## src/rtl/rotator_seq.sv

```systemverilog
`timescale 1ns/1ps
// rotator_seq: time-multiplexed dual-input phase rotator.
// On a symbol strobe two complex samples are captured and multiplied against
// an NUM_PTS-entry phase table through a 3-stage pipelined complex multiplier.
// Each output beat carries lane A (point k) and lane B (point k+NUM_PTS/2).
// Build option: define ROT_SYMMETRY_EN to derive lane B as the saturating
// negation of lane A, which removes the second multiplier.
module rotator_seq #(
    parameter int ROT_BITS  = 10,
    parameter int COEF_BITS = 10,
    parameter int NUM_PTS   = 20,
    parameter int PT_BITS   = $clog2(NUM_PTS)
) (
    input  logic                        clk,
    input  logic                        reset,
    input  logic                        ena,
    input  logic signed [ROT_BITS-1:0]  iIn0,
    input  logic signed [ROT_BITS-1:0]  qIn0,
    input  logic signed [ROT_BITS-1:0]  iIn1,
    input  logic signed [ROT_BITS-1:0]  qIn1,
    input  logic                        coefWe,
    input  logic [PT_BITS-1:0]          coefAddr,
    input  logic signed [COEF_BITS-1:0] coefReal,
    input  logic signed [COEF_BITS-1:0] coefImag,
    input  logic                        clrOverrun,
    output logic                        busy,
    output logic                        overrun,
    output logic                        outValid,
    output logic                        outSel,
    output logic [PT_BITS-1:0]          outPt,
    output logic signed [ROT_BITS-1:0]  outAReal,
    output logic signed [ROT_BITS-1:0]  outAImag,
    output logic signed [ROT_BITS-1:0]  outBReal,
    output logic signed [ROT_BITS-1:0]  outBImag
);

    localparam int HALF   = NUM_PTS / 2;
    localparam int PROD_W = ROT_BITS + COEF_BITS;
    localparam int SUM_W  = ROT_BITS + COEF_BITS + 1;

    localparam logic [PT_BITS-1:0] LAST_K    = PT_BITS'(HALF - 1);
    localparam logic [31:0]        NUM_PTS_U = 32'(NUM_PTS);

    localparam logic signed [SUM_W-1:0] RND     = SUM_W'(2 ** (COEF_BITS - 2));
    localparam logic signed [SUM_W-1:0] SAT_MAX = SUM_W'(2 ** (ROT_BITS - 1) - 1);
    localparam logic signed [SUM_W-1:0] SAT_MIN = SUM_W'(-(2 ** (ROT_BITS - 1)));

    localparam logic signed [ROT_BITS-1:0] ROT_MAX = {1'b0, {(ROT_BITS-1){1'b1}}};
    localparam logic signed [ROT_BITS-1:0] ROT_MIN = {1'b1, {(ROT_BITS-1){1'b0}}};

`ifndef ROT_SYMMETRY_EN
    localparam logic [PT_BITS-1:0] HALF_PT = PT_BITS'(HALF);
`endif

    typedef enum logic {
        ST_IDLE = 1'b0,
        ST_RUN  = 1'b1
    } state_t;

    // Round half up at the coefficient binary point, then clamp to the output range.
    function automatic logic signed [ROT_BITS-1:0] rnd_sat(input logic signed [SUM_W-1:0] x);
        logic signed [SUM_W-1:0] v;
        v = (x + RND) >>> (COEF_BITS - 1);
        if (v > SAT_MAX)
            return ROT_MAX;
        else if (v < SAT_MIN)
            return ROT_MIN;
        else
            return v[ROT_BITS-1:0];
    endfunction

`ifdef ROT_SYMMETRY_EN
    // Negation that maps the most negative code to the most positive one.
    function automatic logic signed [ROT_BITS-1:0] neg_sat(input logic signed [ROT_BITS-1:0] v);
        return (v == ROT_MIN) ? ROT_MAX : -v;
    endfunction
`endif

    // ---------------------------------------------------------------- state
    state_t                      r_state;
    logic [PT_BITS-1:0]          r_k;
    logic                        r_sel;
    logic                        r_busy;
    logic                        r_overrun;
    logic signed [ROT_BITS-1:0]  r_i0, r_q0, r_i1, r_q1;

    logic                        r_iss_vld;
    logic [PT_BITS-1:0]          r_iss_k;
    logic                        r_iss_sel;

    logic                        r_s1_vld;
    logic [PT_BITS-1:0]          r_s1_k;
    logic                        r_s1_sel;
    logic signed [ROT_BITS-1:0]  r_s1_a, r_s1_b;
    logic signed [COEF_BITS-1:0] r_s1_ca, r_s1_da;

    logic                        r_s2_vld;
    logic [PT_BITS-1:0]          r_s2_k;
    logic                        r_s2_sel;
    logic signed [PROD_W-1:0]    r_s2_ac, r_s2_bd, r_s2_ad, r_s2_bc;

`ifndef ROT_SYMMETRY_EN
    logic signed [COEF_BITS-1:0] r_s1_cb, r_s1_db;
    logic signed [PROD_W-1:0]    r_s2_acb, r_s2_bdb, r_s2_adb, r_s2_bcb;
`endif

    logic                        r_o_vld;
    logic                        r_o_sel;
    logic [PT_BITS-1:0]          r_o_pt;
    logic signed [ROT_BITS-1:0]  r_o_ar, r_o_ai, r_o_br, r_o_bi;

    logic signed [COEF_BITS-1:0] r_tab_re [NUM_PTS];
    logic signed [COEF_BITS-1:0] r_tab_im [NUM_PTS];

    logic                        w_pipe_busy;
    logic                        w_accept;
    logic                        w_addr_ok;
    logic                        w_last_issue;
    logic signed [ROT_BITS-1:0]  w_a_re, w_a_im, w_b_re, w_b_im;

    // Something is still in flight until the product register has drained;
    // the output register alone holding the last beat does not block a new symbol.
    assign w_pipe_busy  = (r_state == ST_RUN) | r_iss_vld | r_s1_vld | r_s2_vld;
    assign w_accept     = ena & ~w_pipe_busy;
    assign w_addr_ok    = {{(32-PT_BITS){1'b0}}, coefAddr} < NUM_PTS_U;
    assign w_last_issue = (r_k == LAST_K) & r_sel;

    // Coefficient table writes, accepted only between symbols.
    // NOTE: the table has no reset on purpose: contents must survive a reset and it maps onto plain RAM.
    always_ff @(posedge clk) begin
        if (coefWe && !r_busy && w_addr_ok) begin
            r_tab_re[coefAddr] <= coefReal;
            r_tab_im[coefAddr] <= coefImag;
        end
    end

    // Control FSM: sample capture, (k, sel) issue sequencing, busy and sticky overrun.
    // NOTE: all clocked state uses non-blocking assignments so every register samples pre-edge values.
    always_ff @(posedge clk or posedge reset) begin
        if (reset) begin
            r_state   <= ST_IDLE;
            r_k       <= '0;
            r_sel     <= 1'b0;
            r_busy    <= 1'b0;
            r_overrun <= 1'b0;
            r_i0      <= '0;
            r_q0      <= '0;
            r_i1      <= '0;
            r_q1      <= '0;
            r_iss_vld <= 1'b0;
            r_iss_k   <= '0;
            r_iss_sel <= 1'b0;
        end else begin
            r_busy <= w_accept | w_pipe_busy;

            // A strobe that cannot be accepted sets the flag; setting beats clearing.
            if (ena && !w_accept)
                r_overrun <= 1'b1;
            else if (clrOverrun)
                r_overrun <= 1'b0;

            case (r_state)
                ST_IDLE: begin
                    r_iss_vld <= 1'b0;
                    if (w_accept) begin
                        r_i0    <= iIn0;
                        r_q0    <= qIn0;
                        r_i1    <= iIn1;
                        r_q1    <= qIn1;
                        r_k     <= '0;
                        r_sel   <= 1'b0;
                        r_state <= ST_RUN;
                    end
                end
                ST_RUN: begin
                    r_iss_vld <= 1'b1;
                    r_iss_k   <= r_k;
                    r_iss_sel <= r_sel;
                    r_sel     <= ~r_sel;
                    if (r_sel)
                        r_k <= r_k + 1'b1;
                    if (w_last_issue)
                        r_state <= ST_IDLE;
                end
                default: r_state <= ST_IDLE;
            endcase
        end
    end

    // Stage 1: table read and operand register (selected sample plus coefficients).
    always_ff @(posedge clk or posedge reset) begin
        if (reset) begin
            r_s1_vld <= 1'b0;
            r_s1_k   <= '0;
            r_s1_sel <= 1'b0;
            r_s1_a   <= '0;
            r_s1_b   <= '0;
            r_s1_ca  <= '0;
            r_s1_da  <= '0;
`ifndef ROT_SYMMETRY_EN
            r_s1_cb  <= '0;
            r_s1_db  <= '0;
`endif
        end else begin
            r_s1_vld <= r_iss_vld;
            if (r_iss_vld) begin
                r_s1_k   <= r_iss_k;
                r_s1_sel <= r_iss_sel;
                r_s1_a   <= r_iss_sel ? r_i1 : r_i0;
                r_s1_b   <= r_iss_sel ? r_q1 : r_q0;
                r_s1_ca  <= r_tab_re[r_iss_k];
                r_s1_da  <= r_tab_im[r_iss_k];
`ifndef ROT_SYMMETRY_EN
                r_s1_cb  <= r_tab_re[r_iss_k + HALF_PT];
                r_s1_db  <= r_tab_im[r_iss_k + HALF_PT];
`endif
            end
        end
    end

    // Stage 2: the four partial products of each complex multiply, full precision.
    always_ff @(posedge clk or posedge reset) begin
        if (reset) begin
            r_s2_vld <= 1'b0;
            r_s2_k   <= '0;
            r_s2_sel <= 1'b0;
            r_s2_ac  <= '0;
            r_s2_bd  <= '0;
            r_s2_ad  <= '0;
            r_s2_bc  <= '0;
`ifndef ROT_SYMMETRY_EN
            r_s2_acb <= '0;
            r_s2_bdb <= '0;
            r_s2_adb <= '0;
            r_s2_bcb <= '0;
`endif
        end else begin
            r_s2_vld <= r_s1_vld;
            if (r_s1_vld) begin
                r_s2_k   <= r_s1_k;
                r_s2_sel <= r_s1_sel;
                r_s2_ac  <= PROD_W'(r_s1_a) * PROD_W'(r_s1_ca);
                r_s2_bd  <= PROD_W'(r_s1_b) * PROD_W'(r_s1_da);
                r_s2_ad  <= PROD_W'(r_s1_a) * PROD_W'(r_s1_da);
                r_s2_bc  <= PROD_W'(r_s1_b) * PROD_W'(r_s1_ca);
`ifndef ROT_SYMMETRY_EN
                r_s2_acb <= PROD_W'(r_s1_a) * PROD_W'(r_s1_cb);
                r_s2_bdb <= PROD_W'(r_s1_b) * PROD_W'(r_s1_db);
                r_s2_adb <= PROD_W'(r_s1_a) * PROD_W'(r_s1_db);
                r_s2_bcb <= PROD_W'(r_s1_b) * PROD_W'(r_s1_cb);
`endif
            end
        end
    end

    assign w_a_re = rnd_sat(SUM_W'(r_s2_ac) - SUM_W'(r_s2_bd));
    assign w_a_im = rnd_sat(SUM_W'(r_s2_ad) + SUM_W'(r_s2_bc));
`ifdef ROT_SYMMETRY_EN
    assign w_b_re = neg_sat(w_a_re);
    assign w_b_im = neg_sat(w_a_im);
`else
    assign w_b_re = rnd_sat(SUM_W'(r_s2_acb) - SUM_W'(r_s2_bdb));
    assign w_b_im = rnd_sat(SUM_W'(r_s2_adb) + SUM_W'(r_s2_bcb));
`endif

    // Stage 3: sum, round and saturate into the output register; holds between beats.
    always_ff @(posedge clk or posedge reset) begin
        if (reset) begin
            r_o_vld <= 1'b0;
            r_o_sel <= 1'b0;
            r_o_pt  <= '0;
            r_o_ar  <= '0;
            r_o_ai  <= '0;
            r_o_br  <= '0;
            r_o_bi  <= '0;
        end else begin
            r_o_vld <= r_s2_vld;
            if (r_s2_vld) begin
                r_o_sel <= r_s2_sel;
                r_o_pt  <= r_s2_k;
                r_o_ar  <= w_a_re;
                r_o_ai  <= w_a_im;
                r_o_br  <= w_b_re;
                r_o_bi  <= w_b_im;
            end
        end
    end

    assign busy     = r_busy;
    assign overrun  = r_overrun;
    assign outValid = r_o_vld;
    assign outSel   = r_o_sel;
    assign outPt    = r_o_pt;
    assign outAReal = r_o_ar;
    assign outAImag = r_o_ai;
    assign outBReal = r_o_br;
    assign outBImag = r_o_bi;

endmodule

```

## config.mk

```make
export PLATFORM = sky130hd
export DESIGN_NAME = rotator_seq
export DESIGN_NICKNAME = d
export VERILOG_FILES = /design/src/rtl/rotator_seq.sv
export SDC_FILE = /design/constraint.sdc
export NUM_CORES = 2
export LEC_CHECK = 0
export CELL_PAD_IN_SITES_DETAIL_PLACEMENT = 1
export CELL_PAD_IN_SITES_GLOBAL_PLACEMENT = 1
export CORE_MARGIN = 2
export CORE_UTILIZATION = 57
export CTS_CLUSTER_SIZE = 24
export DETAILED_ROUTE_END_ITERATION = 10
export GPL_TIMING_DRIVEN = 0
export HOLD_SLACK_MARGIN = 0.03
export PLACE_DENSITY = 0.95
export SLEW_MARGIN = 15
export SYNTH_ARGS = -nofsm -noshare
export SYNTH_HDL_FRONTEND = slang
export SYNTH_SLANG_ARGS = --single-unit
```

## constraint.sdc

```tcl
create_clock -name clk -period 29.2 [get_ports clk]
set_input_delay 5.84 -clock clk [delete_from_list [all_inputs] [get_ports clk]]
set_output_delay 5.84 -clock clk [all_outputs]
set_load 0.1 [all_outputs]
```

==> flow_summary.ini, run 1 <==
[floorplan]
rows = 125
io_pins = 119
start_util = 0.5727
die_h_um = 345.0
die_w_um = 345.0

[run_status]
outcome = did not finish
error_line = [ERROR GRT-0232] Routing congestion too high. Check the congestion heatmap in the GUI.
lastStage = global routing (5_1_grt)

[logic_synthesis]
avgSynthCellArea_um2 = 11.24
synth_seq_cells = 737
syn_nets = 7239
synthCells = 5898
synth_edf_count = 400
ys.flop_type = edfxtp_1
synth_async_sr_flop_share = 0.4573
synth_cell_types = 78
synth.yosys.seq_area_share = 0.3084
synthesis.area_um2 = 66280
yosys_warnings = 0

[global_routing]
antenna_found_initial = 95
grt.total_usage = 0.7457
overflow = 151
grt_max_degree = 106

[clock_network]
cts_max_level = 3
clockBufferDepth = 3
cts_hold_buf = 0
cts_buffers = 83
cts_resized = 0
postCtsSetupRepairBufs = 0
cts-root-buf = clkbuf_16
cts.sinks = 737

[place]
place_hpwl_um = 197900
portBuffers = 117
gp_congestion = 1.037
==> per-layer routing <==
metal | GRT usage | overflow
met4 | 0.7498 | 63
met3 | 0.6598 | 14
met5 | 0.4674 | 0
met2 | 0.8711 | 68
met1 | 0.7159 | 6
==> cell usage after synthesis, types with 7 or more instances <==
cell | count | area (um2)
a221o_1 | 28 | 280.3
nor2_1 | 241 | 904.6
xor2_1 | 41 | 359.1
or2_2 | 7 | 43.79
o31ai_1 | 9 | 67.56
or3_1 | 14 | 87.58
inv_1 | 1122 | 4212
mux4_2 | 240 | 5405
nand2_1 | 550 | 2064
ha_1 | 543 | 6794
fa_1 | 728 | 14570
dfrtp_1 | 337 | 8433
and3_1 | 25 | 156.4
edfxtp_1 | 400 | 12010
o21ai_0 | 89 | 445.4
clkbuf_1 | 236 | 885.9
a31o_2 | 9 | 78.83
o21ai_1 | 16 | 80.08
mux2i_1 | 68 | 680.7
a211oi_1 | 18 | 135.1
o21a_1 | 16 | 120.1
nor3_1 | 42 | 210.2
xnor2_1 | 185 | 1620
nand2b_1 | 34 | 212.7
nor2b_1 | 15 | 93.84
a21oi_1 | 185 | 925.9
o21bai_1 | 10 | 75.07
and2_1 | 273 | 1708
a21o_1 | 69 | 518.0
buf_1 | 32 | 120.1
mux2_2 | 154 | 1734
a31oi_1 | 17 | 106.4
nand3_1 | 54 | 270.3
==> cell families after synthesis <==
group,count (synthesis),synth area share
flops,737,0.3084
mux,463,0.1182
fa+ha+maj,1271,0.3224
xor+xnor,226,0.02986
compound gates,526,0.05238
buf+inv,1398,0.07939
simple gates,1277,0.08936
==> through the flow <==
step	hold slack (ps)	cells	area [um2]	util	setup WS, ps
floorplan	351.9	5898	66280	-	14020
global placement	354.3	7539	69360	0.5993	9268
detailed placement	377.2	7556	69770	0.6029	20700
CTS	383.0	7709	72540	0.6268	21000
==> inputs of run 2 (changes only) <==
==> config.mk (replaced) <==
export PLATFORM = sky130hd
export DESIGN_NAME = rotator_seq
export DESIGN_NICKNAME = d
export VERILOG_FILES = /design/src/rtl/rotator_seq.sv
export SDC_FILE = /design/constraint.sdc
export NUM_CORES = 2
export LEC_CHECK = 0
export CORE_MARGIN = 2
export CORE_UTILIZATION = 40
export DETAILED_ROUTE_END_ITERATION = 10
export GPL_TIMING_DRIVEN = 0
export PLACE_DENSITY_LB_ADDON = 0.15
export SLEW_MARGIN = 15
export SYNTH_ARGS = -nofsm -noshare
export SYNTH_HDL_FRONTEND = slang
export SYNTH_SLANG_ARGS = --single-unit
==> run 2 against run 1 <==
  * The flow now finishes without violations
  * Synthesized cell count stayed put
  * Area after synthesis stayed put
==> flow_summary.ini, run 2 <==
[cells_and_area]
drive_gt1_frac = 0.1025
fillCellCount = 15740
area_growth_pct = 11.04
largest_registers = r_tab_im x200, r_tab_re x200
layoutNonFillerInstCount = 8403
ff_latch_area_um2 = 20440
stdcell_area_um2 = 73600
fin_util = 0.4466
nets = 7464
multi_input_area_um2 = 40720
final_cell_mix = inv_1 (1121), fa_1 (728), nand2_1 (550)
mostFrequentLayoutCell = inv_1

[sta]
period_needed_ps = 8131
rsz0062_at_grt = no
slew_viol_final = 0
period_share = 0.2784
hold_violations = 0
setup_violations = 0
tns_ps = 0
relSlewSlack = 0.1031
tightestPinTransition_ps = 1345
fmax_ghz = 0.1230
finClkSkew_ps = 35.20

[logic_synthesis]
synthCells = 5898
synth_cell_types = 78
yosys.area_share.adder = 0.3224
synth_xor_area_frac = 0.02986
synth_edf_count = 400
yosys.area.top_type = fa_1
yosys_warnings = 0
synth_compound_area_frac = 0.05238
syn_nets = 7239
ys.flop_type = edfxtp_1
synth_mux_area_frac = 0.1182
synth_common_cells = inv_1 (1122), fa_1 (728), nand2_1 (550), ha_1 (543), edfxtp_1 (400)
synth_seq_cells = 737
synth.area.top_cells = fa_1 (22%), edfxtp_1 (18%), dfrtp_1 (13%)
synth_top_family_by_area = adder cells
synthSimpleGateAreaFrac = 0.08936
synth.most_common_cell = inv_1
synthesis.area_um2 = 66280
synth_async_sr_flop_share = 0.4573
yosys.area.top_type_share = 0.2199
synth.yosys.seq_area_share = 0.3084
avgSynthCellArea_um2 = 11.24

[critical_path]
slowest_stage = clkdlybuf4s50_1
worst-path-buf-inv = 1
path_class = reg2out
critical_path.max_fanout = 2
path_cells = clkdlybuf4s50_1
crit_path_start_kind = register
reg2reg_from = r_s1_da[9]
ff2ff_setup_slack_ps = 22130
cp.arrival_ps = 2290
crit_family = buffers and inverters
critPathRequiredTime_ps = 23360
endpoint_kind = output pin
cp-startpoint = outAImag[3]
max_stage_delay_ps = 1180

[clock_network]
clkLatencyLatePin_ps = 730
cts_resized = 0
tritoncts = done
cts_buffers = 87
clockBufferDepth = 3
postCtsSetupRepairBufs = 0
cts.sinks = 737
cts_hold_buf = 0
cts_max_level = 3
cts-root-buf = clkbuf_16
path_clk_slew_ps = 60

[global_routing]
grt.total_usage = 0.2492
grt_max_degree = 97
grt_pass1_vias = 46525
overflow = 0
antenna_found_initial = 19
grt_pass1_wl_um = 306200

[drt]
dr.pass1.iters = 5
routed_wl_um = 207400
via_per_inst = 5.352
wl_per_cell_um = 24.68
antenna_left = 0
vias = 44976
drt_iter0_drc = 3652
post-route-drc-count = 0

[floorplan]
core_area_um2 = 164800
die_w_um = 411.1
die-area_um2 = 169000
start_util = 0.4022
die_h_um = 411.1
io_pins = 119
rows = 149

[place]
postPlaceCellArea_um2 = 70650
gp_congestion = 0.9847
dp_cells = 8223
place_hpwl_um = 164100
portBuffers = 117

[min_path]
hp-class = reg2reg
min_from = r_iss_vld

[run_status]
outcome = completed

[run]
cap_violations = 0
## run 2: cell counts after synthesis
Identical to the previous run, type by type.
## run 2: layout make-up
| cell class | instances | share of cell area |
|---|---|---|
| antenna | 17 | 0.0005780 |
| buffer | 275 | 0.01460 |
| clock buffer | 109 | 0.03167 |
| clock inverter | 54 | 0.007888 |
| inverter | 1123 | 0.05737 |
| multi-input combinational | 3763 | 0.5533 |
| sequential | 737 | 0.2778 |
| tap | 2189 | 0.03721 |
| timing repair buffer | 136 | 0.01965 |
## run 2: routing by layer
metal  track usage  up-vias  wire length, um
met5             0        -               46
met4        0.1128        6            10160
met3       0.03811      345            13470
met2        0.4025     1604            97130
met1        0.3317    23229            86560
li1              -    19792                -
## run 2: cell families (layout without fill, tap and decap cells)
| group | Yosys count | in the layout |
|---|---|---|
| compound gates | 526 | 526 |
| mux | 463 | 463 |
| fa+ha+maj | 1271 | 1271 |
| xor+xnor | 226 | 226 |
| simple gates | 1277 | 1277 |
| other cells | 0 | 17 |
| flops | 737 | 737 |
| buf+inv | 1398 | 1697 |
## run 2: final timing paths
check	end	depth (start not counted)
worst max register to register	r_s2_bd[18]	19
max in group asynchronous	r_i0[0]	4
worst min register to register	r_s1_vld	0
min in group asynchronous	r_s2_acb[19]	2
worst max-delay path	outAImag[3]	1
worst min-delay path	r_s1_vld	0
## run 2: worst reg2reg max path, cell delays in order, from the launching register on
cell	delay [ps]
dfrtp_1	720
inv_1	450
clkbuf_1	860
nor2_1	130
fa_1	540
fa_1	440
fa_1	490
fa_1	500
inv_1	50
fa_1	470
inv_1	50
ha_1	320
nand2_1	90
or4b_2	700
a31oi_1	270
o21ai_1	130
a21oi_1	140
a21oi_1	90
xor2_1	340
mux2i_1	130
## run 2: per-stage QoR
step | setup WS, ps | hold slack, ps
floorplan | 14020 | 351.9
global placement | 8603 | 356.0
detailed placement | 20840 | 366.9
CTS | 20970 | 382.3
global route | 21010 | 396.3
finish | 21070 | 378.5
Power of run 2 is not shown: default switching activity piles up to over one toggle a cycle in this logic, so the estimate is an artifact.
